## config.mk

```make
export PLATFORM = sky130hd
export DESIGN_NAME = gpio_spi_seq
export DESIGN_NICKNAME = d
export VERILOG_FILES = /design/src/rtl/gpio_spi_seq.sv
export SDC_FILE = /design/constraint.sdc
export NUM_CORES = 1
export LEC_CHECK = 0
export ABC_AREA = 1
export ABC_CLOCK_PERIOD_IN_PS = 1900
export CAP_MARGIN = 25
export CORE_MARGIN = 2
export CORE_UTILIZATION = 50
export CTS_CLUSTER_SIZE = 16
export DETAILED_ROUTE_END_ITERATION = 8
export PLACE_DENSITY = 0.77
export SYNTH_ARGS = -nofsm -noshare
export SYNTH_HDL_FRONTEND = slang
export SYNTH_SLANG_ARGS = --single-unit
```

## constraint.sdc

```tcl
create_clock -name clk -period 1.9 [get_ports clk]
set_clock_uncertainty 0.2 [all_clocks]
set_input_delay 0.38 -clock clk [delete_from_list [all_inputs] [get_ports clk]]
set_output_delay 0.38 -clock clk [all_outputs]
set_load 0.03 [all_outputs]
```

## src/rtl/gpio_spi_seq.sv

```systemverilog
// SPI master bit-banged through a bitwise gpio slave: one pin write per step,
// MSB-first 8-bit transfer, MISO sampled while SCLK is high.
module gpio_spi_seq #(
    parameter int unsigned GPIO_ADDR   = 3,
    parameter int unsigned SCLK_PIN    = 0,
    parameter int unsigned MOSI_PIN    = 1,
    parameter int unsigned MISO_PIN    = 2,
    parameter int unsigned HALF_PERIOD = 2
) (
    input  logic                 clk,
    input  logic                 reset_n,
    input  logic                 start,
    input  logic                 abort,
    input  logic [7:0]           tx_data,
    output logic [7:0]           rx_data,
    output logic                 busy,
    output logic                 done,
    output logic [GPIO_ADDR-1:0] gpio_address,
    output logic                 gpio_write_n,
    output logic [1:0]           gpio_writedata,
    input  logic [1:0]           gpio_readdata
);

    typedef enum logic [3:0] {
        StIdle, StCfgMiso, StCfgSclk, StMosi, StWait1, StRise,
        StWait2, StSample, StFall, StDone, StAbort
    } state_e;

    localparam logic [15:0]          WaitLoad = 16'(HALF_PERIOD - 1);
    localparam logic [GPIO_ADDR-1:0] SclkAddr = GPIO_ADDR'(SCLK_PIN);
    localparam logic [GPIO_ADDR-1:0] MosiAddr = GPIO_ADDR'(MOSI_PIN);
    localparam logic [GPIO_ADDR-1:0] MisoAddr = GPIO_ADDR'(MISO_PIN);

    state_e               state_q, state_d;
    logic [2:0]           idx_q, idx_d;
    logic [15:0]          cnt_q, cnt_d;
    logic [7:0]           tx_q, tx_d;
    logic [7:0]           rx_sh_q, rx_sh_d;
    logic [GPIO_ADDR-1:0] addr_d;
    logic                 write_n_d;
    logic [1:0]           wdata_d;

    // Next-state logic; abort overrides every transition of an active transfer.
    always_comb begin
        state_d = state_q;
        idx_d   = idx_q;
        cnt_d   = cnt_q;
        tx_d    = tx_q;
        rx_sh_d = rx_sh_q;
        case (state_q)
            StIdle: begin
                if (start) begin
                    tx_d    = tx_data;
                    idx_d   = 3'd7;
                    state_d = StCfgMiso;
                end
            end
            StCfgMiso: state_d = StCfgSclk;
            StCfgSclk: state_d = StMosi;
            StMosi: begin
                cnt_d   = WaitLoad;
                state_d = StWait1;
            end
            StWait1: begin
                if (cnt_q == 16'd0) state_d = StRise;
                else                cnt_d   = cnt_q - 16'd1;
            end
            StRise: begin
                cnt_d   = WaitLoad;
                state_d = StWait2;
            end
            StWait2: begin
                if (cnt_q == 16'd0) state_d = StSample;
                else                cnt_d   = cnt_q - 16'd1;
            end
            StSample: begin
                rx_sh_d = {rx_sh_q[6:0], gpio_readdata[0]};
                state_d = StFall;
            end
            StFall: begin
                if (idx_q != 3'd0) begin
                    idx_d   = idx_q - 3'd1;
                    state_d = StMosi;
                end else begin
                    state_d = StDone;
                end
            end
            StDone:  state_d = StIdle;
            StAbort: state_d = StIdle;
            default: state_d = StIdle;
        endcase
        if (abort && !(state_q inside {StIdle, StDone, StAbort})) state_d = StAbort;
    end

    // Decode gpio access for the state being entered so outputs are registered.
    always_comb begin
        addr_d    = '0;
        write_n_d = 1'b1;
        wdata_d   = 2'b00;
        case (state_d)
            StCfgMiso: begin
                addr_d    = MisoAddr;
                write_n_d = 1'b0;
                wdata_d   = 2'b00;
            end
            StCfgSclk, StFall, StAbort: begin
                addr_d    = SclkAddr;
                write_n_d = 1'b0;
                wdata_d   = 2'b10;
            end
            StMosi: begin
                addr_d    = MosiAddr;
                write_n_d = 1'b0;
                wdata_d   = {1'b1, tx_d[idx_d]};
            end
            StRise: begin
                addr_d    = SclkAddr;
                write_n_d = 1'b0;
                wdata_d   = 2'b11;
            end
            StSample: addr_d = MisoAddr;
            default: ;
        endcase
    end

    // State, datapath and registered outputs.
    always_ff @(posedge clk or negedge reset_n) begin
        if (!reset_n) begin
            state_q        <= StIdle;
            idx_q          <= 3'd0;
            cnt_q          <= 16'd0;
            tx_q           <= 8'd0;
            rx_sh_q        <= 8'd0;
            rx_data        <= 8'd0;
            busy           <= 1'b0;
            done           <= 1'b0;
            gpio_address   <= '0;
            gpio_write_n   <= 1'b1;
            gpio_writedata <= 2'b00;
        end else begin
            state_q        <= state_d;
            idx_q          <= idx_d;
            cnt_q          <= cnt_d;
            tx_q           <= tx_d;
            rx_sh_q        <= rx_sh_d;
            busy           <= !(state_d inside {StIdle, StDone});
            done           <= (state_d == StDone);
            gpio_address   <= addr_d;
            gpio_write_n   <= write_n_d;
            gpio_writedata <= wdata_d;
            if (state_d == StDone) rx_data <= rx_sh_q;
        end
    end

endmodule
```

==> reports/metrics.yaml <==
worst_setup_path:
  cp-start-kind: "flip-flop"
  crit_fanout: 9
  rrSetupSlack_ns: -0.13
  required_ns: 1.95
  crit_type: "reg2reg"
  cp.arrival_ns: 2.08
  cp-end-kind: "flip-flop"
hold_path:
  min_path_type: "in2async"
timing:
  drv_slew: 0
  setup_violations: 24
  timing.final.crit_share_pct: 106.9
  setup_slack_ns: -0.1310
  max_freq_mhz: 492.4
  rsz0062_at_grt: "true"
  min_period_ns: 2.031
  fin_setup_tns_ns: -1.737
  finalHoldViolations: 0
global_routing:
  antenna_found_initial: 0
  grt_max_degree: 49
  grt_usage_pct: 21.84
  grt_pass1_wl_um: 10560
  gr-total-overflow: 0
  grt_pass1_vias: 2501
power_and_ir_drop:
  power_switching_w: 0.002746
  swShare_pct: 44.42
  total_power_w: 0.006182
  peakVddDrop_v: 0.0009665
  p_per_area_mw_per_mm2: 1599
  combPwrFrac_pct: 59.3
  intPower_w: 0.003436
  pwr-share-seq_pct: 27.8
  p_leak_nw: 2.026
  p_clk_share_pct: 12.9
run:
  cap_violations: 0
run_status:
  violations: "setup timing"
  status: "complete, but fails checks"
yosys:
  yosysTopAreaCell: "dfrtp_1"
  ys_seq_area_share_pct: 48.45
  synth_common_cells: "nand2_1 (93), dfrtp_1 (53), inv_1 (45), nor2_1 (32), nand3_1 (28)"
  yosysTopAreaCellShare_pct: 47.51
  yosysWarnings: 0
  synth_area_mm2: 0.002791
  syn_inst: 343
  synth_edf_count: 0
  synth_ff_type: "dfrtp_1"
  synth.most_common_cell: "nand2_1"
  synthesis.nets: 361
  ys_types: 34
  ys_ff_latch: 54
  syn_avg_cell_area_um2: 8.138
  async_reset_ff_share_pct: 100.0
  synthTopCellsByArea: "dfrtp_1 (48%), nand2_1 (13%), inv_1 (6.1%)"
floorplan:
  die_h_um: 78.72
  initial_utilization_pct: 51.32
  io_pins: 30
  chipWidth_um: 78.72
  core-area_mm2: 0.005439
  num_rows: 27
  die_area_mm2: 0.006197
cells_and_area:
  final_nets: 446
  multiInputGateArea_mm2: 0.001374
  fin_util_pct: 71.06
  diodes: 0
  drive_gt1_share_pct: 33.57
  num-fill-cells: 421
  area.sequential_mm2: 0.001356
  syn2layout_area_growth_pct: 38.46
drt:
  drc: 0
  wirelength_um: 6517
  drt_iter0_markers: 73
  dr_total_vias: 2487
  via_per_inst: 4.964
  dr.pass1.iters: 4
  ant_nets: 0
  wl_per_cell_um: 13.01
cts:
  cts.reportedPaths.clkPinSlew_ns: 0.10
  cts_max_path_buffers: 2
  cts_sinks: 54
  cts_max_level: 2
  cts_tree: "built"
  worstSkewPairLatency_ns: 0.31
  root_buffer: "clkbuf_8"
  cts_buffers: 5
place:
  hpwl_um: 4406
  port_buffers: 27
  place_congestion: 0.8715
==> cell usage in the layout (no fill, tap or decap), types with 2 or more instances in the layout <==
| master | n |
|---|---|
| dfrtp_1 | 50 |
| inv_2 | 10 |
| buf_12 | 2 |
| buf_6 | 2 |
| inv_1 | 40 |
| nor2_1 | 25 |
| dlygate4sd2_1 | 14 |
| clkbuf_8 | 5 |
| clkdlybuf4s50_1 | 11 |
| nand3_2 | 4 |
| o21ai_0 | 3 |
| buf_4 | 48 |
| dfrtp_2 | 3 |
| nand2_1 | 80 |
| nor3b_2 | 2 |
| o21ai_1 | 10 |
| o31ai_1 | 2 |
| nor2_2 | 10 |
| o31ai_2 | 2 |
| nor2_4 | 7 |
| a21oi_2 | 4 |
| inv_4 | 2 |
| nor3_2 | 2 |
| buf_8 | 2 |
| nand2_4 | 2 |
| nor3_1 | 2 |
| a21oi_1 | 3 |
| ha_1 | 2 |
| mux2_2 | 8 |
| o21bai_1 | 3 |
| xor2_1 | 3 |
| o21ai_2 | 3 |
| nand3_1 | 25 |
| nand2_2 | 15 |
| inv_6 | 2 |
| ha_4 | 2 |
| nand4_1 | 5 |
==> worst paths after layout <==
path,from,end,cells after the start
min,reset_n,cnt_q[10]$_DFFE_PN0P_,2
max reg2reg,cnt_q[1]$_DFFE_PN0P_,gpio_write_n$_DFF_PN1_,15
min in group clk,rx_data[4]$_DFFE_PN0P_,rx_data[4]$_DFFE_PN0P_,2
max,cnt_q[1]$_DFFE_PN0P_,gpio_write_n$_DFF_PN1_,15
min reg2reg,rx_data[4]$_DFFE_PN0P_,rx_data[4]$_DFFE_PN0P_,2
max in group asynchronous,reset_n,gpio_write_n$_DFF_PN1_,3
==> sequential cells by signal (all words and copies together) (netlist names) <==
| register | cells |
|---|---|
| busy | 1 |
| cnt_q | 16 |
| done | 1 |
| gpio_address | 2 |
| gpio_write_n | 1 |
| gpio_writedata | 2 |
| idx_q | 3 |
| rx_data | 8 |
| rx_sh_q | 8 |
| state_q | 4 |
| tx_q | 8 |
==> per-layer routing <==
metal / GRT usage, % / part of all wire, % / up-vias
met4: 8.596 / 2.1 / 0
met1: 24.49 / 41 / 1179
met2: 40.51 / 54 / 40
met5: 0 / 0 / -
met3: 4.318 / 2.7 / 13
li1: - / - / 1255
==> kinds of logic after synthesis <==
family	synth area share, %
flops	48.45
mux	3.227
xor+xnor	1.255
buf+inv	8.292
fa+ha+maj	1.793
compound gates	6.948
other cells	0.1343
simple gates	29.90
==> area by class of cell <==
type                    count  area share [%]
multi-input cells         231           35.55
well taps                  72           2.331
clock buffers               5           1.781
inverters                  54           5.568
repair buffers             82           18.45
clock inverters             3           1.230
flip-flops and latches     54           35.09
==> power groups by stage <==
stage | Clock (W) | Sequential [W] | Combinational, W
final | 0.000798 | 0.00172 | 0.00366
after global routing | 0.000873 | 0.00176 | 0.00403
after CTS | 0.000829 | 0.00172 | 0.00339
after detailed placement | 0 | 0.00173 | 0.00302
after global placement | 0 | 0.00172 | 0.00292
after floorplan | 0 | 0.00188 | 0.00175
==> per-stage QoR <==
stage	std cells	instance area, µm²	setup WS (ns)	hold slack (ns)
5_1_grt	501	3865	-0.2387	0.2504
3_5_place_dp	479	3438	-0.2348	0.03321
4_1_cts	496	3742	-0.05622	0.2548
6_report	501	3865	-0.1310	0.2529
3_3_place_gp	479	3438	-0.2188	0.03040
2_1_floorplan	343	2791	0.08049	-0.1156
==> timing repair <==
item,in CTS,in global routing
setup endpoints to repair,41,32
cloned,1,0
buffers inserted,7,6
gates resized for setup,54,32
endpoints found under the hold margin,53,0
hold buffers,1,0
pin swaps,18,11
==> critical path, stage by stage, from the launching register on <==
cell	delay [ns]
dfrtp_1	0.41
inv_2	0.10
ha_4	0.14
inv_2	0.03
nor2_2	0.10
nand2_1	0.07
nor2_2	0.13
buf_4	0.13
nand3_2	0.06
nand2_2	0.09
nand2_4	0.07
nor2_4	0.17
inv_4	0.08
nand2_2	0.07
a21oi_2	0.04
nor2_1	0.09
Note: power is estimated with default switching activity, not from simulation.
